## src/rtl/uart_pkg.sv

```systemverilog
// Shared definitions for the UART receiver and transmitter: frame state
// encoding and default frame geometry.
package uart_pkg;

  typedef enum logic [2:0] {
    IDLE,
    START,
    DATA,
    STOP,
    WAIT_HIGH
  } uart_state_e;

  localparam int UART_DATA_BITS  = 8;
  localparam int UART_OVERSAMPLE = 16;

endpackage

```

## src/rtl/sync_2ff.sv

```systemverilog
// Two-flop synchronizer for a single asynchronous bit; RESET_VAL sets the
// value both flops take under reset so idle-high lines stay quiet.
module sync_2ff #(
  parameter logic RESET_VAL = 1'b0
) (
  input  logic clk,
  input  logic rst,
  input  logic d,
  output logic q
);

  logic meta;

  always_ff @(posedge clk) begin
    if (rst) begin
      meta <= RESET_VAL;
      q    <= RESET_VAL;
    end else begin
      meta <= d;
      q    <= meta;
    end
  end

endmodule

```

## src/rtl/uart_rx.sv

```systemverilog
// 8N1 UART receiver with 16x oversampling, a one-entry valid/ready holding
// register, and single-cycle framing-error and overrun pulses.
module uart_rx
  import uart_pkg::*;
#(
  parameter int DATA_BITS  = UART_DATA_BITS,
  parameter int OVERSAMPLE = UART_OVERSAMPLE
) (
  input  logic                 clk,
  input  logic                 rst,
  input  logic                 tick16,
  input  logic                 rx,
  output logic [DATA_BITS-1:0] rx_data,
  output logic                 rx_valid,
  input  logic                 rx_ready,
  output logic                 frame_err,
  output logic                 overrun,
  output logic                 busy
);

  localparam int TW = $clog2(OVERSAMPLE);
  localparam int BW = (DATA_BITS > 1) ? $clog2(DATA_BITS) : 1;
  localparam logic [TW-1:0] T_MID  = TW'(OVERSAMPLE / 2 - 1);
  localparam logic [TW-1:0] T_END  = TW'(OVERSAMPLE - 1);
  localparam logic [BW-1:0] B_LAST = BW'(DATA_BITS - 1);

  logic rx_s;

  uart_state_e          state, state_n;
  logic [TW-1:0]        tcnt, tcnt_n;
  logic [BW-1:0]        bcnt, bcnt_n;
  logic [DATA_BITS-1:0] shreg, shreg_n;
  logic                 deliver;
  logic                 stop_bad;

  sync_2ff #(.RESET_VAL(1'b1)) u_sync (
    .clk (clk),
    .rst (rst),
    .d   (rx),
    .q   (rx_s)
  );

  always_ff @(posedge clk) begin
    if (rst) begin
      state <= IDLE;
      tcnt  <= '0;
      bcnt  <= '0;
      shreg <= '0;
    end else begin
      state <= state_n;
      tcnt  <= tcnt_n;
      bcnt  <= bcnt_n;
      shreg <= shreg_n;
    end
  end

  // Leaving STOP at mid stop bit lets a following start edge be caught at once.
  always_comb begin
    state_n  = state;
    tcnt_n   = tcnt;
    bcnt_n   = bcnt;
    shreg_n  = shreg;
    deliver  = 1'b0;
    stop_bad = 1'b0;
    if (tick16) begin
      unique case (state)
        IDLE: begin
          if (!rx_s) begin
            state_n = START;
            tcnt_n  = '0;
          end
        end
        START: begin
          if (tcnt == T_MID) begin
            tcnt_n = '0;
            if (!rx_s) begin
              state_n = DATA;
              bcnt_n  = '0;
            end else begin
              state_n = IDLE;
            end
          end else begin
            tcnt_n = tcnt + 1'b1;
          end
        end
        DATA: begin
          if (tcnt == T_END) begin
            tcnt_n  = '0;
            shreg_n = (shreg >> 1) | (DATA_BITS'(rx_s) << (DATA_BITS - 1));
            if (bcnt == B_LAST) begin
              state_n = STOP;
            end else begin
              bcnt_n = bcnt + 1'b1;
            end
          end else begin
            tcnt_n = tcnt + 1'b1;
          end
        end
        STOP: begin
          if (tcnt == T_END) begin
            tcnt_n = '0;
            if (rx_s) begin
              deliver = 1'b1;
              state_n = IDLE;
            end else begin
              stop_bad = 1'b1;
              state_n  = WAIT_HIGH;
            end
          end else begin
            tcnt_n = tcnt + 1'b1;
          end
        end
        WAIT_HIGH: begin
          if (rx_s) begin
            state_n = IDLE;
          end
        end
        default: state_n = IDLE;
      endcase
    end
  end

  // A delivery into a full register is accepted only if the consumer drains it
  // in the same cycle; otherwise the older byte wins.
  always_ff @(posedge clk) begin
    if (rst) begin
      rx_data   <= '0;
      rx_valid  <= 1'b0;
      frame_err <= 1'b0;
      overrun   <= 1'b0;
    end else begin
      frame_err <= stop_bad;
      overrun   <= 1'b0;
      if (deliver) begin
        if (!rx_valid || rx_ready) begin
          rx_data  <= shreg;
          rx_valid <= 1'b1;
        end else begin
          overrun <= 1'b1;
        end
      end else if (rx_valid && rx_ready) begin
        rx_valid <= 1'b0;
      end
    end
  end

  assign busy = (state != IDLE);

endmodule

```

## config.mk

```make
export PLATFORM = sky130hd
export DESIGN_NAME = uart_rx
export DESIGN_NICKNAME = d
export VERILOG_FILES = /design/src/rtl/uart_pkg.sv /design/src/rtl/sync_2ff.sv /design/src/rtl/uart_rx.sv
export SDC_FILE = /design/constraint.sdc
export NUM_CORES = 1
export LEC_CHECK = 0
export CELL_PAD_IN_SITES_DETAIL_PLACEMENT = 1
export CELL_PAD_IN_SITES_GLOBAL_PLACEMENT = 2
export CORE_MARGIN = 2
export CORE_UTILIZATION = 32
export CTS_CLUSTER_DIAMETER = 50
export DETAILED_ROUTE_END_ITERATION = 16
export GPL_TIMING_DRIVEN = 0
export MAX_ROUTING_LAYER = met4
export PLACE_DENSITY = 0.72
export SLEW_MARGIN = 20
export SYNTH_ARGS = -nofsm -noshare
export SYNTH_HDL_FRONTEND = slang
export SYNTH_SLANG_ARGS = --single-unit
```

## constraint.sdc

```tcl
create_clock -name clk -period 2.3 [get_ports clk]
set_clock_uncertainty 0.05 [all_clocks]
set_input_delay 0.46 -clock clk [delete_from_list [all_inputs] [get_ports clk]]
set_output_delay 0.46 -clock clk [all_outputs]
set_load 0.1 [all_outputs]
```

==> flow_summary.json, run 1 <==
{
  "outcome": "finished clean",
  "critical_path.reg2reg.endpoint": "bcnt[0]",
  "synthMostInstantiatedCell": "sky130_fd_sc_hd__dfxtp_1",
  "detailroute.via_count": 1059,
  "grt_start_max_net_pins": 11,
  "grt_first_pass_wirelength_um": 4850,
  "required_ns": 1.79,
  "drive_above_1_share_pct": 9.26,
  "clk_pin_slew_worst_paths_ns": 0.07,
  "avgRoutedWirePerCell_um": 14.3,
  "synth_seq_cells": 31,
  "max_stage_delay_ns": 1.13,
  "main_combinational_cell_family_by_area_after_synthesis": "simple AND/OR/NAND/NOR gates",
  "final-setup-viol-count": 0,
  "power.total_uw": 1060,
  "synth.distinct_cells": 34,
  "final_core_util_pct": 41.7,
  "finalNetCount": 169,
  "seq_area_frac_synth_pct": 47.3,
  "vdd_drop_max_mv": 0.352,
  "worst-r2r-setup-slack_ns": 0.21,
  "synth.area.mux_share_pct": 12.2,
  "post-cts-setup-buffer-count": 0,
  "achievable-frequency_mhz": 445,
  "highest_net_fanout_along_the_worst_path": 2,
  "yosys.area_share.xor_xnor_pct": 1.34,
  "grt_pass1_vias": 1016,
  "max-slew-margin-rel_pct": 33.7,
  "met3_usage_pct": 5.10,
  "detail-route-antenna-nets": 0,
  "number_of_antenna_violations_at_the_first_check_in_global_routing": 0,
  "synthesis.yosys.warnings": 0,
  "port_buffers": 16,
  "hold_path_depth": 1,
  "cts-hold-fix-buffers": 0,
  "yosysTopAreaCellShare_pct": 47.3,
  "yosys.area_share.simple_pct": 21.6,
  "detail_route.drc_violations": 0,
  "synth.cell_area_mm2": 0.00131,
  "worst_r2r_path_depth": 6,
  "detailed_place_hpwl_um": 2160,
  "netlist_top_cells_area": "sky130_fd_sc_hd__dfxtp_1 (47%), sky130_fd_sc_hd__mux2i_1 (12%), sky130_fd_sc_hd__nor2_1 (6.9%)",
  "syn-num-nets": 146,
  "worst_path_max_delay_cell": "sky130_fd_sc_hd__clkdlybuf4s50_1",
  "timing_hold_violations_final": 0,
  "vias_per_cell": 5.00,
  "category_of_cells_accounting_for_the_largest_share_of_critical_path_delay": "buffers and inverters",
  "busiest_layer": "met2",
  "worstPathArrival_ns": 1.74,
  "synth-edff-count": 0,
  "fin_crit_ns": 2.25,
  "synth_cells": 138,
  "cts_max_level": 2,
  "worst_hold_startpoint": "u_sync.meta",
  "floorplan.rows": 23,
  "clock-sinks": 31,
  "die-height_um": 68.0,
  "grt_overflow": 0,
  "design.core.area_mm2": 0.00397,
  "layout_worst_path_cycle_share_pct": 97.6,
  "ctsRootBufferMaster": "sky130_fd_sc_hd__clkbuf_8",
  "design.portCount": 17,
  "antenna_cells": 0,
  "full_die_area_mm2": 0.00463,
  "power_density_mw_per_mm2": 640,
  "met1_usage_pct": 17.0,
  "drt-total-wl_um": 3030,
  "worstPathCellList": "clkdlybuf4s50_1",
  "min_delay_worst_endpoint": "u_sync.q",
  "synthTopCellsByCount": "sky130_fd_sc_hd__dfxtp_1 (31), sky130_fd_sc_hd__nor2_1 (24), sky130_fd_sc_hd__mux2i_1 (16), sky130_fd_sc_hd__a21oi_1 (9)",
  "syn-mean-instance-area_um2": 9.50,
  "finalMaxSlewViolations": 0,
  "tritoncts.num_buffers": 5,
  "timing_worst_slew_pin_value_ns": 0.993,
  "setup.worst_path.start_class": "register",
  "power.static_leakage_uw": 0.000758,
  "insertion_delay_ns": 0.28,
  "detail_route.iter0.violations": 56,
  "ys_async_sr_fraction_pct": 0,
  "cts_tree": "yes",
  "synth_top_area_cell": "sky130_fd_sc_hd__dfxtp_1",
  "fp.dieW_um": 68.0,
  "globalRouteMet2Util_pct": 25.0,
  "start_util_pct": 33.0,
  "hold_class": "reg -> reg",
  "area_growth_pct": 26.1,
  "clk_path_buf_depth": 2,
  "n_fill_cell": 459,
  "rsz0062_at_grt": "no",
  "crit_type": "reg -> out",
  "gr-usage-all-layers_pct": 15.1,
  "max-cap-violations": 0,
  "adder_and_majority_gate_portion_of_the_synthesized_area_pct": 2.86,
  "dominantRegCellSynth": "sky130_fd_sc_hd__dfxtp_1",
  "rr_startpoint": "bcnt[0]",
  "timing.critical_path.to_type": "output port",
  "drt_pre_antenna_iters": 4,
  "path_buf_inv": 1,
  "gp_congestion": 0.742,
  "synth-compound-area-share_pct": 11.5
}
layout by cell type (no fill, tap or decap), types with 3 or more instances in the layout:
cell | netlist | routed
sky130_fd_sc_hd__dfxtp_1 | 31 | 31
sky130_fd_sc_hd__nor2_1 | 24 | 24
sky130_fd_sc_hd__mux2i_1 | 16 | 16
sky130_fd_sc_hd__a21oi_1 | 9 | 9
sky130_fd_sc_hd__clkdlybuf4s50_1 | 0 | 9
sky130_fd_sc_hd__clkbuf_8 | 0 | 7
sky130_fd_sc_hd__dlymetal6s2s_1 | 0 | 6
sky130_fd_sc_hd__clkbuf_1 | 4 | 4
sky130_fd_sc_hd__nand2_1 | 4 | 4
sky130_fd_sc_hd__o21ai_0 | 4 | 4
sky130_fd_sc_hd__buf_2 | 3 | 3
sky130_fd_sc_hd__or3b_1 | 3 | 3
sky130_fd_sc_hd__a31oi_1 | 3 | 3
sky130_fd_sc_hd__a22oi_1 | 3 | 3
sky130_fd_sc_hd__ha_1 | 3 | 3
registers in the layout, summed over array words and instances (netlist names):
signal	count
state	3
overrun	1
u_sync.q	1
frame_err	1
tcnt	4
u_sync.meta	1
bcnt	3
rx_data	8
shreg	8
rx_valid	1
repair_timing:
item | 4_1_cts | 5_1_grt
gates resized for setup | 3 | 6
endpoints found under the setup margin | 1 | 6
endpoints found under the hold margin | 0 | 0
layout make-up:
class	instances	area (µm²)	share of cell area, %
Multi-Input combinational cell	99	649	39.3
Sequential cell	31	621	37.5
Timing Repair Buffer	16	176	10.7
Clock buffer	7	96.3	5.82
Tap cell	50	62.6	3.78
Buffer	8	41.3	2.50
Clock inverter	1	7.51	0.454
how the worst max path moves through the flow:
stage / from / endpoint / depth (start not counted) / slack, ns
3_5_place_dp: tick16 / rx_data[4] / 5 / -0.11
3_3_place_gp: tick16 / rx_data[0] / 5 / -0.06
6_report: rx_data[4] / rx_data[4] / 1 / 0.05
4_1_cts: rx_data[1] / rx_data[1] / 1 / 0.002
5_1_grt: rx_data[4] / rx_data[4] / 1 / 0.008
2_1_floorplan: rx_valid / rx_data[3] / 4 / 0.34
layer usage:
metal / part of all wire, % / wire length, µm / vias up
met5: 0 / 0 / -
met4: 0.73 / 22 / 0
met3: 2.4 / 72 / 2
met2: 52 / 1580 / 12
met1: 45 / 1360 / 506
li1: - / - / 539
metrics by stage:
stage                     worst slack, ns  instance area [µm²]  TNS (ns)  hold WS [ns]  std cells
after floorplan                     0.344                 1310         0         0.339        138
after global placement            -0.0643                 1530    -0.478         0.343        204
after detailed placement           -0.115                 1530    -0.668         0.352        204
after CTS                         0.00219                 1640         0         0.369        212
after global routing              0.00823                 1650         0         0.381        212
final                              0.0546                 1650         0         0.364        212
cell families (layout without fill, tap and decap cells):
kind of cell | Yosys count | after routing
compound gates | 25 | 25
mux | 16 | 16
simple gates | 53 | 53
fa+ha+maj | 3 | 3
xor+xnor | 2 | 2
buf+inv | 8 | 32
flops | 31 | 31
report_power, final:
part | switching, µW | internal (µW) | leakage, µW
sequential | 1.13 | 539 | 0.000250
clock | 203 | 272 | 0.0000505
combinational | 27.9 | 16.1 | 0.000457
total | 232 | 827 | 0.000758
No activity file was read; power rests on OpenSTA's default activity.
==> run 2, diff against run 1 <==
- CTS_CLUSTER_SIZE: not set -> 14
==> results of run 2 <==
Final layout, timing and power as in run 1 (identical DEF).
==> run 3, diff against run 2 <==
- CORE_UTILIZATION: 32 -> 33
- PLACE_DENSITY: 0.72 -> 0.74
==> run 3 against run 2 <==
  * Maximum frequency down 0.13%
  * Cell count down 0.94%
  * Largest power group unchanged
  * Critical path type unchanged
  * Worst hold slack worse by 0.0015 ns
  * Count of clock-buffer cells in the layout down 1
  * Highest routed layer unchanged
==> flow_summary.json, run 3 (synthesized netlist as in run 1, its figures left out) <==
{
  "timing_hold_violations_final": 0,
  "grt_overflow": 0,
  "design.core.area_mm2": 0.00374,
  "dp_cells": 202,
  "worstPathArrival_ns": 1.74,
  "vias_per_cell": 5.02,
  "clock-sinks": 31,
  "gr-usage-all-layers_pct": 15.4,
  "worst-r2r-setup-slack_ns": 0.26,
  "power.static_leakage_uw": 0.000748,
  "detail_route.drc_violations": 0,
  "timing_worst_slew_pin_value_ns": 0.974,
  "avgRoutedWirePerCell_um": 13.6,
  "achievable-frequency_mhz": 445,
  "grt_pass1_vias": 1067,
  "hold_class": "reg -> reg",
  "fp.dieW_um": 67.0,
  "grt_start_max_net_pins": 11,
  "max_stage_delay_ns": 1.13,
  "max-slew-margin-rel_pct": 35.0,
  "max-cap-violations": 0,
  "die-height_um": 67.0,
  "number_of_antenna_violations_at_the_first_check_in_global_routing": 0,
  "detailed_place_hpwl_um": 2070,
  "power_density_mw_per_mm2": 608,
  "detail_route.iter0.violations": 89,
  "design.portCount": 17,
  "gp_congestion": 0.794,
  "antenna_cells": 0,
  "clk_path_buf_depth": 2,
  "outcome": "finished clean",
  "drt_pre_antenna_iters": 4,
  "cts_resized": 3,
  "drive_above_1_share_pct": 8.64,
  "area_growth_pct": 24.5,
  "cts-hold-fix-buffers": 0,
  "worst_path_max_delay_cell": "sky130_fd_sc_hd__clkdlybuf4s50_1",
  "finalMaxSlewViolations": 0,
  "ctsRootBufferMaster": "sky130_fd_sc_hd__clkbuf_8",
  "fin_crit_ns": 2.25,
  "highest_net_fanout_along_the_worst_path": 2,
  "drt-total-wl_um": 2860,
  "category_of_cells_accounting_for_the_largest_share_of_critical_path_delay": "buffers and inverters",
  "final_cell_mix": "sky130_fd_sc_hd__dfxtp_1 (31), sky130_fd_sc_hd__nor2_1 (24), sky130_fd_sc_hd__mux2i_1 (16)",
  "floorplan.rows": 22,
  "vdd_drop_max_mv": 0.366,
  "full_die_area_mm2": 0.00449,
  "cts_tree": "yes",
  "final-setup-viol-count": 0,
  "worstPathCellList": "clkdlybuf4s50_1",
  "n_fill_cell": 445,
  "path_buf_inv": 1,
  "layout.cells.most_common": "sky130_fd_sc_hd__dfxtp_1",
  "hold-worst-slack_ns": 0.362,
  "crit_type": "reg -> out",
  "layout_worst_path_cycle_share_pct": 97.8,
  "cts_max_level": 2,
  "detailroute.via_count": 1055,
  "start_util_pct": 35.0,
  "rsz0062_at_grt": "no",
  "tritoncts.num_buffers": 5,
  "setup.worst_path.start_class": "register",
  "required_ns": 1.79,
  "detail-route-antenna-nets": 0,
  "timing.critical_path.to_type": "output port",
  "grt_first_pass_wirelength_um": 4870,
  "clk_pin_slew_worst_paths_ns": 0.06,
  "finalNetCount": 169,
  "insertion_delay_ns": 0.28,
  "largestRegisters": "rx_data (8), shreg (8), tcnt (4)",
  "port_buffers": 16,
  "finish.cell_count_without_fillers": 210,
  "post-cts-setup-buffer-count": 0
}
==> run 3: changes by cell type in the layout (fill, tap and decap cells not counted) <==
cell,previous run,this run
sky130_fd_sc_hd__clkbuf_8,7,5
sky130_fd_sc_hd__clkbuf_1,4,5
sky130_fd_sc_hd__clkinv_2,0,1
==> run 3: final timing paths <==
kind / from / to / cells past startpoint
max reg2reg: bcnt[0] / bcnt[1] / 6
max: rx_data[7] / rx_data[7] / 1
min: u_sync.meta / u_sync.q / 1
min reg2reg: u_sync.meta / u_sync.q / 1
==> run 3: power by group <==
group / leakage, µW / internal [µW] / switching, µW
clock: 0.0000412 / 211 / 198
combinational: 0.000457 / 16.1 / 26.9
sequential: 0.000250 / 539 / 1.11
total: 0.000748 / 766 / 226
==> run 3: final cells by class <==
class	instances	area, µm²	area share, %
sequential	31	621	38.0
timing repair buffer	16	176	10.8
buffer	8	41.3	2.53
clock inverter	2	12.5	0.766
multi-input combinational	99	649	39.8
clock buffer	6	72.6	4.44
tap	48	60.1	3.68
==> run 3: stage by stage <==
step | util, % | power (µW) | setup TNS (ns) | area, µm² | setup WS [ns]
3_5_place_dp | 40.9 | 597 | -0.599 | 1530 | -0.0786
6_report | 43.6 | 993 | 0 | 1630 | 0.0517
4_1_cts | 43.2 | 1020 | 0 | 1620 | 0.00171
5_1_grt | 43.6 | 1050 | 0 | 1630 | 0.00172
3_3_place_gp | 40.9 | 596 | -0.477 | 1530 | -0.0650
2_1_floorplan | - | 579 | 0 | 1310 | 0.344
==> run 3: per-layer routing <==
layer / global-route usage, % / up-vias / share of wire (%)
li1: - / 533 / -
met1: 16.6 / 501 / 45
met2: 25.5 / 17 / 49
met3: 5.57 / 4 / 4.3
met4: 6.12 / 0 / 0.98
met5: - / - / 0
